===== src/rtl/adder_pkg.sv =====
// adder_pkg: shared mode codes, FSM encoding and CLA helper
// for the adder_engine slice.
package adder_pkg;

    localparam logic [1:0] MODE_RCA = 2'b00;
    localparam logic [1:0] MODE_CLA = 2'b01;
    localparam logic [1:0] MODE_SER = 2'b10;
    localparam logic [1:0] MODE_ILL = 2'b11;

    typedef enum logic [1:0] {
        ST_IDLE   = 2'd0,
        ST_SERIAL = 2'd1,
        ST_HOLD   = 2'd2
    } state_t;

    // Carry into bit k of a 4-bit group, in flat generate/propagate form.
    function automatic logic cla_carry(
        input logic [3:0] p,
        input logic [3:0] g,
        input logic       ci,
        input int         k
    );
        logic c;
        logic t;
        c = 1'b0;
        for (int j = 0; j < 4; j++) begin
            if (j < k) begin
                t = g[j];
                for (int m = j + 1; m < 4; m++)
                    if (m < k) t = t & p[m];
                c = c | t;
            end
        end
        t = ci;
        for (int m = 0; m < 4; m++)
            if (m < k) t = t & p[m];
        return c | t;
    endfunction

endpackage


===== src/rtl/adder_engine_if.sv =====
// adder_engine_if: request and result handshake bundle.
// The engine connects through the slave modport.
interface adder_engine_if #(parameter int WIDTH = 32);
    logic             in_valid;
    logic             in_ready;
    logic [WIDTH-1:0] a;
    logic [WIDTH-1:0] b;
    logic             cin;
    logic [1:0]       mode;
    logic             sub;
    logic             out_valid;
    logic             out_ready;
    logic [WIDTH-1:0] sum;
    logic             cout;
    logic             ovf;
    logic             err;
    logic [1:0]       out_mode;
    logic             busy;

    modport master (
        output in_valid, a, b, cin, mode, sub, out_ready,
        input  in_ready, out_valid, sum, cout, ovf, err, out_mode, busy
    );

    modport slave (
        input  in_valid, a, b, cin, mode, sub, out_ready,
        output in_ready, out_valid, sum, cout, ovf, err, out_mode, busy
    );
endinterface


===== src/rtl/digit_serial_core.sv =====
// digit_serial_core: adds DIGIT bits per cycle, LSB first.
// done/sum/cout are valid combinationally in the last digit cycle.
module digit_serial_core
    import adder_pkg::*;
#(
    parameter int WIDTH = 32,
    parameter int DIGIT = 4
) (
    input  logic             clk,
    input  logic             reset_n,
    input  logic             start,
    input  logic [WIDTH-1:0] a,
    input  logic [WIDTH-1:0] b_eff,
    input  logic             c0,
    output logic [WIDTH-1:0] sum,
    output logic             cout,
    output logic             done
);
    localparam int NDIG = WIDTH / DIGIT;
    localparam int CW   = (NDIG > 1) ? $clog2(NDIG) : 1;

    if (WIDTH % DIGIT != 0) begin : g_bad_digit
        $error("DIGIT must divide WIDTH");
    end

    logic [WIDTH-1:0] r_a;
    logic [WIDTH-1:0] r_b;
    logic [WIDTH-1:0] r_s;
    logic             r_c;
    logic [CW-1:0]    r_cnt;
    logic             r_run;
    logic [DIGIT:0]   w_dig;

    assign w_dig = {1'b0, r_a[DIGIT-1:0]}
                 + {1'b0, r_b[DIGIT-1:0]}
                 + {{DIGIT{1'b0}}, r_c};

    // New digit enters at the top; earlier digits shift down.
    assign sum  = (r_s >> DIGIT)
                | (WIDTH'(w_dig[DIGIT-1:0]) << (WIDTH - DIGIT));
    assign cout = w_dig[DIGIT];
    assign done = r_run && (r_cnt == CW'(NDIG - 1));

    always_ff @(posedge clk or negedge reset_n) begin
        if (!reset_n) begin
            r_a   <= '0;
            r_b   <= '0;
            r_s   <= '0;
            r_c   <= 1'b0;
            r_cnt <= '0;
            r_run <= 1'b0;
        end else if (start) begin
            r_a   <= a;
            r_b   <= b_eff;
            r_c   <= c0;
            r_cnt <= '0;
            r_run <= 1'b1;
        end else if (r_run) begin
            r_a   <= r_a >> DIGIT;
            r_b   <= r_b >> DIGIT;
            r_s   <= sum;
            r_c   <= w_dig[DIGIT];
            r_cnt <= r_cnt + CW'(1);
            if (done) r_run <= 1'b0;
        end
    end
endmodule


===== src/rtl/adder_engine.sv =====
// adder_engine: handshaked ripple / lookahead / digit-serial adder
// with subtract, signed overflow and illegal-mode flag.
module adder_engine
    import adder_pkg::*;
#(
    parameter int WIDTH = 32,
    parameter int DIGIT = 4
) (
    input  logic          clk,
    input  logic          reset_n,
    adder_engine_if.slave bus
);
    localparam int MSB = WIDTH - 1;
    localparam int NG  = (WIDTH + 3) / 4;
    localparam int PW  = NG * 4;

    if (WIDTH < 8) begin : g_bad_width
        $error("WIDTH must be at least 8");
    end

    state_t           r_state;
    state_t           w_next;
    logic [WIDTH-1:0] r_sum;
    logic             r_cout;
    logic             r_ovf;
    logic             r_err;
    logic [1:0]       r_out_mode;
    logic             r_x;

    logic [WIDTH-1:0] w_b_eff;
    logic             w_c0;
    logic             w_ready;
    logic             w_accept;
    logic             w_ill;
    logic             w_start;
    logic             w_ld_comb;
    logic             w_ld_ser;

    assign w_b_eff  = bus.sub ? ~bus.b : bus.b;
    assign w_c0     = bus.sub | bus.cin;
    assign w_ready  = reset_n && ((r_state == ST_IDLE) ||
                      (r_state == ST_HOLD && bus.out_ready));
    assign w_accept = bus.in_valid && w_ready;
    assign w_ill    = (bus.mode == MODE_ILL);

    logic [WIDTH-1:0] w_rs;
    logic             w_rc;

    for (genvar i = 0; i < WIDTH; i++) begin : g_fa
        logic w_ci;
        logic w_co;
        if (i == 0) begin : g_first
            assign w_ci = w_c0;
        end else begin : g_next
            assign w_ci = g_fa[i-1].w_co;
        end
        assign w_rs[i] = bus.a[i] ^ w_b_eff[i] ^ w_ci;
        assign w_co    = (bus.a[i] & w_b_eff[i])
                       | (w_ci & (bus.a[i] ^ w_b_eff[i]));
    end
    assign w_rc = g_fa[WIDTH-1].w_co;

    // Padding bits propagate (p=1, g=0) so the last group carry is cout.
    logic [PW-1:0]    w_pa;
    logic [PW-1:0]    w_pb;
    logic [WIDTH-1:0] w_cs;
    logic             w_cc;

    assign w_pa = ~(PW'(~bus.a));
    assign w_pb = PW'(w_b_eff);

    for (genvar gi = 0; gi < NG; gi++) begin : g_cla
        logic       w_ci;
        logic       w_co;
        logic [3:0] w_p;
        logic [3:0] w_g;
        if (gi == 0) begin : g_first
            assign w_ci = w_c0;
        end else begin : g_next
            assign w_ci = g_cla[gi-1].w_co;
        end
        assign w_p  = w_pa[gi*4 +: 4] ^ w_pb[gi*4 +: 4];
        assign w_g  = w_pa[gi*4 +: 4] & w_pb[gi*4 +: 4];
        assign w_co = cla_carry(w_p, w_g, w_ci, 4);
        for (genvar k = 0; k < 4; k++) begin : g_bit
            if (gi * 4 + k < WIDTH) begin : g_live
                assign w_cs[gi*4+k] = w_p[k]
                                    ^ cla_carry(w_p, w_g, w_ci, k);
            end
        end
    end
    assign w_cc = g_cla[NG-1].w_co;

    logic [WIDTH-1:0] w_csum;
    logic             w_ccout;
    logic             w_covf;

    always_comb begin
        w_csum  = w_rs;
        w_ccout = w_rc;
        unique case (1'b1)
            w_ill: begin
                w_csum  = '0;
                w_ccout = 1'b0;
            end
            (bus.mode == MODE_CLA): begin
                w_csum  = w_cs;
                w_ccout = w_cc;
            end
            default: ;
        endcase
    end

    assign w_covf = !w_ill &&
        (w_ccout ^ bus.a[MSB] ^ w_b_eff[MSB] ^ w_csum[MSB]);

    logic [WIDTH-1:0] w_ssum;
    logic             w_scout;
    logic             w_sdone;

    digit_serial_core #(
        .WIDTH (WIDTH),
        .DIGIT (DIGIT)
    ) u_ser (
        .clk     (clk),
        .reset_n (reset_n),
        .start   (w_start),
        .a       (bus.a),
        .b_eff   (w_b_eff),
        .c0      (w_c0),
        .sum     (w_ssum),
        .cout    (w_scout),
        .done    (w_sdone)
    );

    always_comb begin
        w_next    = r_state;
        w_start   = 1'b0;
        w_ld_comb = 1'b0;
        w_ld_ser  = 1'b0;
        unique case (r_state)
            ST_SERIAL: if (w_sdone) begin
                w_next   = ST_HOLD;
                w_ld_ser = 1'b1;
            end
            ST_HOLD: if (bus.out_ready) w_next = ST_IDLE;
            default: ;
        endcase
        if (w_accept) begin
            if (bus.mode == MODE_SER) begin
                w_next  = ST_SERIAL;
                w_start = 1'b1;
            end else begin
                w_next    = ST_HOLD;
                w_ld_comb = 1'b1;
            end
        end
    end

    always_ff @(posedge clk or negedge reset_n) begin
        if (!reset_n) begin
            r_state    <= ST_IDLE;
            r_sum      <= '0;
            r_cout     <= 1'b0;
            r_ovf      <= 1'b0;
            r_err      <= 1'b0;
            r_out_mode <= MODE_RCA;
            r_x        <= 1'b0;
        end else begin
            r_state <= w_next;
            if (w_start) r_x <= bus.a[MSB] ^ w_b_eff[MSB];
            if (w_ld_comb) begin
                r_sum      <= w_csum;
                r_cout     <= w_ccout;
                r_ovf      <= w_covf;
                r_err      <= w_ill;
                r_out_mode <= bus.mode;
            end else if (w_ld_ser) begin
                r_sum      <= w_ssum;
                r_cout     <= w_scout;
                r_ovf      <= w_scout ^ r_x ^ w_ssum[MSB];
                r_err      <= 1'b0;
                r_out_mode <= MODE_SER;
            end
        end
    end

    assign bus.in_ready  = w_ready;
    assign bus.out_valid = (r_state == ST_HOLD);
    assign bus.busy      = (r_state == ST_SERIAL);
    assign bus.sum       = r_sum;
    assign bus.cout      = r_cout;
    assign bus.ovf       = r_ovf;
    assign bus.err       = r_err;
    assign bus.out_mode  = r_out_mode;
endmodule

===== src/flat_wrapper.sv =====
// flat-port wrapper written by rule: the top's interface ports become plain ports
module adder_engine_flat import adder_pkg::*;
#(
    parameter int WIDTH = 32,
    parameter int DIGIT = 4
)
  (clk, reset_n, bus_in_valid, bus_a, bus_b, bus_cin, bus_mode, bus_sub, bus_out_ready, bus_in_ready, bus_out_valid, bus_sum, bus_cout, bus_ovf, bus_err, bus_out_mode, bus_busy);
  adder_engine_if #(.WIDTH(WIDTH)) bus_i ();
  input  logic clk;
  input  logic reset_n;
  input wire logic [$bits(bus_i.in_valid)-1:0] bus_in_valid;
  input wire logic [$bits(bus_i.a)-1:0] bus_a;
  input wire logic [$bits(bus_i.b)-1:0] bus_b;
  input wire logic [$bits(bus_i.cin)-1:0] bus_cin;
  input wire logic [$bits(bus_i.mode)-1:0] bus_mode;
  input wire logic [$bits(bus_i.sub)-1:0] bus_sub;
  input wire logic [$bits(bus_i.out_ready)-1:0] bus_out_ready;
  output wire logic [$bits(bus_i.in_ready)-1:0] bus_in_ready;
  output wire logic [$bits(bus_i.out_valid)-1:0] bus_out_valid;
  output wire logic [$bits(bus_i.sum)-1:0] bus_sum;
  output wire logic [$bits(bus_i.cout)-1:0] bus_cout;
  output wire logic [$bits(bus_i.ovf)-1:0] bus_ovf;
  output wire logic [$bits(bus_i.err)-1:0] bus_err;
  output wire logic [$bits(bus_i.out_mode)-1:0] bus_out_mode;
  output wire logic [$bits(bus_i.busy)-1:0] bus_busy;
  assign bus_i.in_valid = bus_in_valid;
  assign bus_i.a = bus_a;
  assign bus_i.b = bus_b;
  assign bus_i.cin = bus_cin;
  assign bus_i.mode = bus_mode;
  assign bus_i.sub = bus_sub;
  assign bus_i.out_ready = bus_out_ready;
  assign bus_in_ready = bus_i.in_ready;
  assign bus_out_valid = bus_i.out_valid;
  assign bus_sum = bus_i.sum;
  assign bus_cout = bus_i.cout;
  assign bus_ovf = bus_i.ovf;
  assign bus_err = bus_i.err;
  assign bus_out_mode = bus_i.out_mode;
  assign bus_busy = bus_i.busy;
  adder_engine #(.WIDTH(WIDTH), .DIGIT(DIGIT)) u_core (.clk(clk), .reset_n(reset_n), .bus(bus_i));
endmodule

===== config.mk =====
export PLATFORM = sky130hd
export DESIGN_NAME = adder_engine_flat
export DESIGN_NICKNAME = d
export VERILOG_FILES = /design/src/rtl/adder_pkg.sv /design/src/rtl/adder_engine_if.sv /design/src/rtl/digit_serial_core.sv /design/src/rtl/adder_engine.sv /design/src/flat_wrapper.sv
export SDC_FILE = /design/constraint.sdc
export NUM_CORES = 1
export LEC_CHECK = 0
export BUFFER_PORTS_ARGS = -buffer_cell sky130_fd_sc_hd__buf_2
export CORE_MARGIN = 3
export CORE_UTILIZATION = 45
export CTS_CLUSTER_DIAMETER = 60
export CTS_CLUSTER_SIZE = 14
export DETAILED_ROUTE_END_ITERATION = 8
export GPL_ROUTABILITY_DRIVEN = 0
export MAX_ROUTING_LAYER = met4
export PLACE_DENSITY = 0.7
export SYNTH_ARGS = -nofsm -noshare
export SYNTH_HDL_FRONTEND = slang
export SYNTH_SLANG_ARGS = --single-unit

===== constraint.sdc =====
create_clock -name clk -period 2.15 [get_ports clk]
set_input_delay 0.3225 -clock clk [delete_from_list [all_inputs] [get_ports clk]]
set_output_delay 0.3225 -clock clk [all_outputs]
set_load 0.01 [all_outputs]

# Word-level counts from Yosys, hierarchy flattened
# Index checks and enable logic that the tools add are counted.
# W data, S select, Z words.
totals:
  regBits: 141
  input_bits: 72
  elab_cells: 451
op_classes:
  add_sub_neg: 3
  eq_ne: 8
  muxes: 35
  n_bitwise: 379
  n_reduce_logical: 13
ops:
  columns: ["operator", "count"]
  rows:
  - ["$mux W32", 7]
  - ["$and A1 B1 Y1", 144]
  - ["$or A1 B1 Y1", 113]
  - ["$xor A1 B1 Y1", 101]
  - ["$not A32 Y32", 3]
  - ["$pmux W32 S2", 1]
  - ["$and A4 B4 Y4", 8]
  - ["$or A28 B32 Y32", 1]
  - ["$xor A4 B4 Y4", 8]
  - ["$mux W1", 17]
  - ["$mux W2", 6]
  - ["$eq A2 B2 Y1 const B", 3]
  - ["$mux W3", 2]
  - ["$add A4 B4 Y5", 1]
  - ["$add A5 B1 Y5", 1]
  - ["$logic_and A1 B1 Y1", 5]
  - ["$eq A2 B1 Y1 const B", 2]
  - ["$pmux W2 S2", 1]
  - ["$reduce_bool A2 Y1", 2]
  - ["$add A3 B1 Y3 const B", 1]
  - ["$eq A3 B3 Y1 const B", 1]
  - ["$ne A3 B1 Y1 const B", 1]
  - ["$ne A3 B2 Y1 const B", 1]
  - ["$reduce_and A3 Y1", 1]
  - ["other kinds (7)", 7]

# Depth between registers and ports, before layout
logic_depth:
  depth_word: 73
  depth_mapped: 45
  ltp_nobuf: 43

# Hierarchy
# Synthesis repeated with hierarchy kept, for this count alone.
hier_totals:
  cells_unflattened: 901
  area_unflattened_um2: 9098.7
by_module_without_submodules:
  columns: ["module", "instances", "cells_per_inst", "area_per_inst_um2", "seq_area_each_um2"]
  rows:
  - ["adder_engine", 1, 521, 4663.2, 1001.0]
  - ["digit_serial_core", 1, 380, 4435.5, 2427.3]

# Worst setup path before layout
# Ideal clock, no wire load.
synth_path:
  kind: "input port to flip-flop"
  start: "input port bus_sub"
  end: "register u_core.r_ovf (netlist: u_core.bus.ovf)"
  setup_time_ps: 124
  arrival_ps: 12642
  path_slack_ps: -10616
  stages: 44
  n_path_buf: 2
  cell_sequence: "buf_2 > buf_2 > xor2_1 > fa_1 > fa_1 > inv_1 > fa_1 > fa_1 > fa_1 > fa_1 > fa_1 > fa_1 > fa_1 > fa_1 > fa_1 > fa_1 > fa_1 > fa_1 > (+8 left out) > fa_1 > inv_1 > fa_1 > fa_1 > inv_1 > fa_1 > fa_1 > inv_1 > fa_1 > fa_1 > fa_1 > inv_1 > fa_1 > fa_1 > nor2_1 > o31ai_1 > a21boi_0 > a211o_1"
synth_between:
  elab_chain_cells: 72
synth_lines:
  columns: ["item", "line", "text"]
  rows:
  - ["start, declared", "flat_wrapper.sv:16", "input wire logic [$bits(bus_i.sub)-1:0] bus_sub;"]
  - ["$mux W32", "adder_engine.sv:39", "assign w_b_eff = bus.sub ? ~bus.b : bus.b;"]
  - ["$xor A1 B1 Y1", "adder_engine.sv:59", "| (w_ci & (bus.a[i] ^ w_b_eff[i]));"]
  - ["$and A1 B1 Y1", "adder_engine.sv:59", null]
  - ["$or A1 B1 Y1", "adder_engine.sv:59", null]
  - ["$and A1 B1 Y1", "adder_engine.sv:59", null]
  - ["$or A1 B1 Y1", "adder_engine.sv:59", null]
  - ["$and A1 B1 Y1", "adder_engine.sv:59", null]
  - ["$or A1 B1 Y1", "adder_engine.sv:59", null]
  - ["(+55 left out)", null, null]
  - ["$or A1 B1 Y1", "adder_engine.sv:59", null]
  - ["$and A1 B1 Y1", "adder_engine.sv:59", null]
  - ["$or A1 B1 Y1", "adder_engine.sv:59", null]
  - ["$pmux W1 S2", "adder_engine.sv:101", "unique case (1'b1)"]
  - ["$xor A1 B1 Y1 (2 in series)", "adder_engine.sv:115", "(w_ccout ^ bus.a[MSB] ^ w_b_eff[MSB] ^ w_csum[MSB]);"]
  - ["$xor A1 B1 Y1 (*)", "adder_engine.sv:115", null]
  - ["$logic_and A1 B1 Y1 (*)", "adder_engine.sv:114", "assign w_covf = !w_ill &&"]
  - ["$mux W1 (*)", "adder_engine.sv:172", "if (w_ld_comb) begin"]
  - ["end signal, assigned", "adder_engine.sv:175", "r_ovf <= w_covf;"]
  - ["end signal, assigned", "adder_engine.sv:181", "r_ovf <= w_scout ^ r_x ^ w_ssum[MSB];"]
  - ["end, declared", "adder_engine.sv:25", "logic r_ovf;"]
# Mark *: on every way between the ends. The rest lies on a longest branch, timed or not.
# A chain may end at the register's enable or synchronous reset.

# Worst setup path in the final report
# Same ends and word-level chain as after synthesis.

==> key figures <==
Logic synthesis
  – Mean post-synth cell area: approximately 9.2 sq um
  – Synthesized instance count: about 970
  – Sequential fraction of the synthesis area: 38.6%
  – Post-synth cell types: 50
  – Synth Cell Area: a little under 0.009 sq mm
  – Yosys warnings: 0
  – Post-Syn Nets: around 1100
  – Seq cells post-synth: 137

Worst setup path
  – Launch point of the worst reg-to-reg path: u_core.r_state[0]$_DFFE_PN0P_
  – Critical Path End: u_core.bus.ovf$_DFFE_PN0P_
  – CP delay by family, top: adder cells
  – Crit path largest cell delay: 0.53 ns
  – R2R depth: 8
  – Critical R2R Capture: u_core.bus.sum[22]$_DFFE_PN0P_
  – Crit path max-delay cell type: fa_2
  – Critical path depth in cells: 43
  – Crit. Startpoint: bus_sub
  – Worst EP required: 2.45 ns
  – Worst EP arrival: 11.84 ns
  – Worst path bufs/invs: 6
  – Worst path most repeated cell: fa_2
  – Crit. End Element: flop
  – CP Launch Type: primary input
  – CP Class: in -> reg
  – Crit-path max FO: 6
  – R2r setup slk: -0.11 ns

Clock tree
  – CTS tree: done
  – CTS sink cnt: between 100 and 150
  – Clock root cell: clkbuf_16
  – H-tree levels: 4
  – Cts bufs inserted: 17
  – Max Root-Sink Buffers: 2
  – Clock slew at reported path FFs: roughly 0.060 ns
  – Worst skew pair latency: between 0.4 and 0.5 ns

Detailed routing
  – Vias: 7965
  – Final wirelength: between 20000 and 30000 um
  – DR pass1 iterations: 5
  – Vias/cell: between 5 and 6
  – Residual DRC: 0
  – Detail Route Antenna Nets: 0
  – Iter 0 DRT Violations: about 670
  – Wire per inst: ~18 um

Power and ir drop
  – PD cells: 1160 mW/mm^2
  – Leakage: 5.97 nW
  – Peak supply drop: roughly 690 uV

Placement
  – Placed cells: 1450
  – Post-DP Area: roughly 0.011 sq mm
  – DP Wirelength: 19800 um
  – Port Buf Inserts: around 110

STA
  – RSZ-0062 raised after global routing: yes
  – Slew @ Worst Pin: 0.735 ns
  – Hold Vio Cnt, Final: 0
  – Final setup vio count: 32
  – Worst Skew: 0.0128 ns
  – Setup TNS: -155.34 ns
  – Final Max Tran Viols: 0
  – Setup WS post-layout: -9.39 ns
  – Fin Hold WS: approximately 0.27 ns
  – Max-slew headroom: about half
  – Tcrit/Tclk final: 537%
  – Min Clock Period, post-route: 11.54 ns
  – F_max: just under 90 MHz

Die
  – Core Rows: 50
  – Num ports: 112
  – Die Wd: around 150 um
  – Die ar.: 0.0214 sq mm
  – Initial Util: between 40% and 50%
  – Vert. Die Dim: 146 um
  – Core area: between 0.015 and 0.02 sq mm

GRT
  – Antenna violations before repair: 0
  – Total Routing Usage GR: a little over a quarter
  – Pin count of the biggest net entering global routing: roughly 130
  – Global-route wire length before repair: about 43000 um
  – Gr ovfl total: 0
  – Vias in the first global route: between 8000 and 9000

Finish
  – Ant diodes: 0
  – Share of layout cells above drive strength 1: 33.7%
  – Area Growth Syn to Fin: 34.8%
  – Util after Layout: 62.9%
  – Final net count: 1369
  – Fillers: ~1600
  – Final instance area: about 0.012 sq mm
  – Post-Layout Cell Count: 1481

Run
  – Max cap viols: 0

Outcome
  – Failing checks: setup timing
  – Status: complete, but fails checks

Worst hold path
  – Hold Path Class: in -> reg
-- how the worst min path moves through the flow --
stage / endpoint / start / depth (start not counted) / slack, ns
6_report: u_core.u_ser.r_a[31]$_DFFE_PN0P_ / bus_a[31] / 3 / 0.27
4_1_cts: u_core.u_ser.r_a[31]$_DFFE_PN0P_ / bus_a[31] / 3 / 0.25
2_1_floorplan: u_core.bus.cout$_DFFE_PN0P_ / reset_n / 0 / 0.03
5_1_grt: u_core.u_ser.r_a[31]$_DFFE_PN0P_ / bus_a[31] / 3 / 0.28
3_5_place_dp: u_core.r_state[1]$_DFFE_PN0P_ / reset_n / 1 / 0.14
3_3_place_gp: u_core.r_state[1]$_DFFE_PN0P_ / reset_n / 1 / 0.15
-- metrics by stage --
stage | setup WS (ns) | power (mW)
after floorplan | -9.45 | 7.99
after global placement | -9.73 | 10.2
final | -9.39 | 13.9
after global routing | -9.75 | 14.8
after detailed placement | -9.80 | 10.4
after CTS | -9.31 | 13.7
-- worst register-to-register path, stage by stage (launching register included) --
cell	delay [ns]
dfrtp_1	0.37
inv_1	0.08
ha_1	0.22
a21o_1	0.19
nand3_1	0.20
nor2_1	0.57
a222oi_1	0.24
buf_4	0.20
a21oi_2	0.12
-- sequential cells by signal (all words and copies together) (netlist names) --
signal / count
u_core.bus.cout: 1
u_core.bus.err: 1
u_core.bus.out_mode: 2
u_core.bus.ovf: 1
u_core.bus.sum: 32
u_core.r_state: 2
u_core.r_x: 1
u_core.u_ser.r_a: 32
u_core.u_ser.r_b: 32
u_core.u_ser.r_c: 1
u_core.u_ser.r_cnt: 3
u_core.u_ser.r_run: 1
u_core.u_ser.r_s: 28
-- what timing repair did --
item / in CTS / in global routing
hold endpoints to repair: 5 / 0
pin swaps: 19 / 25
buffers inserted: 1 / 1
gates resized for setup: 40 / 46
hold buffers: 1 / 0
cloned: 0 / 0
setup endpoints to repair: 46 / 34
-- layout make-up --
| type | instances | area [sq um] | share of cell area, % |
|---|---|---|---|
| multi-input cells | 710 | 5430 | 45.4 |
| flip-flops and latches | 137 | 3430 | 28.7 |
| clock inverters | 13 | 193 | 1.61 |
| inverters | 67 | 251 | 2.10 |
| repair buffers | 275 | 1900 | 15.8 |
| clock buffers | 19 | 443 | 3.70 |
| well taps | 260 | 325 | 2.72 |
-- cell usage after synthesis (all sizes together) --
cell,count,area (sq um)
a31oi,14,87.6
o21a,14,105
a21oi,80,400
xnor2,12,113
nor2,109,409
a22oi,1,7.51
nor4,1,21.3
and4,1,8.76
a221oi,4,35.0
a211oi,14,105
fa,41,821
a22o,1,8.76
mux2i,58,581
clkbuf,32,120
and2b,1,7.51
and3b,1,8.76
o22ai,7,43.8
a222oi,7,70.1
xor2,31,272
or2,8,50.1
nand3,13,65.1
nor2b,7,43.8
o221ai,1,8.76
nor3,17,85.1
nand3b,1,7.51
dfrtp,137,3430
nand2,146,548
or3,1,6.26
a311o,1,10.0
nand4,2,12.5
nand2b,3,18.8
ha,48,601
and2,1,6.26
nor4bb,1,10.0
inv,67,251
o31ai,9,67.6
buf,21,100
o21ai,32,160
a21boi,3,22.5
a211o,2,17.5
o211ai,3,22.5
o211a,1,10.0
a21o,11,82.6
or4,1,11.3
and3,1,6.26
-- cells by family after synthesis --
| kind of cell | count (synthesis) | synth area share (%) |
|---|---|---|
| xor+xnor | 43 | 4.33 |
| simple gates | 315 | 14.9 |
| fa+ha+maj | 89 | 16.0 |
| mux | 58 | 6.54 |
| buf+inv | 120 | 5.31 |
| flops | 137 | 38.6 |
| compound gates | 205 | 14.2 |
-- power by group --
part	internal (mW)	switching, mW
sequential	3.76	0.846
combinational	2.85	3.28
clock	1.99	1.18
total	8.59	5.31
-- cell usage in the layout, fill, tap and decap left out, types with 30 or more instances in the layout --
| master | n |
|---|---|
| inv_1 | 59 |
| fa_2 | 33 |
| nand2_1 | 146 |
| buf_2 | 108 |
| a21oi_1 | 74 |
| xor2_1 | 30 |
| buf_4 | 156 |
| ha_1 | 46 |
| mux2i_1 | 58 |
| nor2_1 | 102 |
| dfrtp_1 | 136 |
-- metal layers --
layer	wire, um	vias up	global-route usage [%]
li1	-	3750	-
met1	12200	3877	37.0
met2	12600	298	38.9
met3	1660	40	3.72
met4	601	0	8.61
met5	0	-	-
No activity file was read; power rests on OpenSTA's default activity.
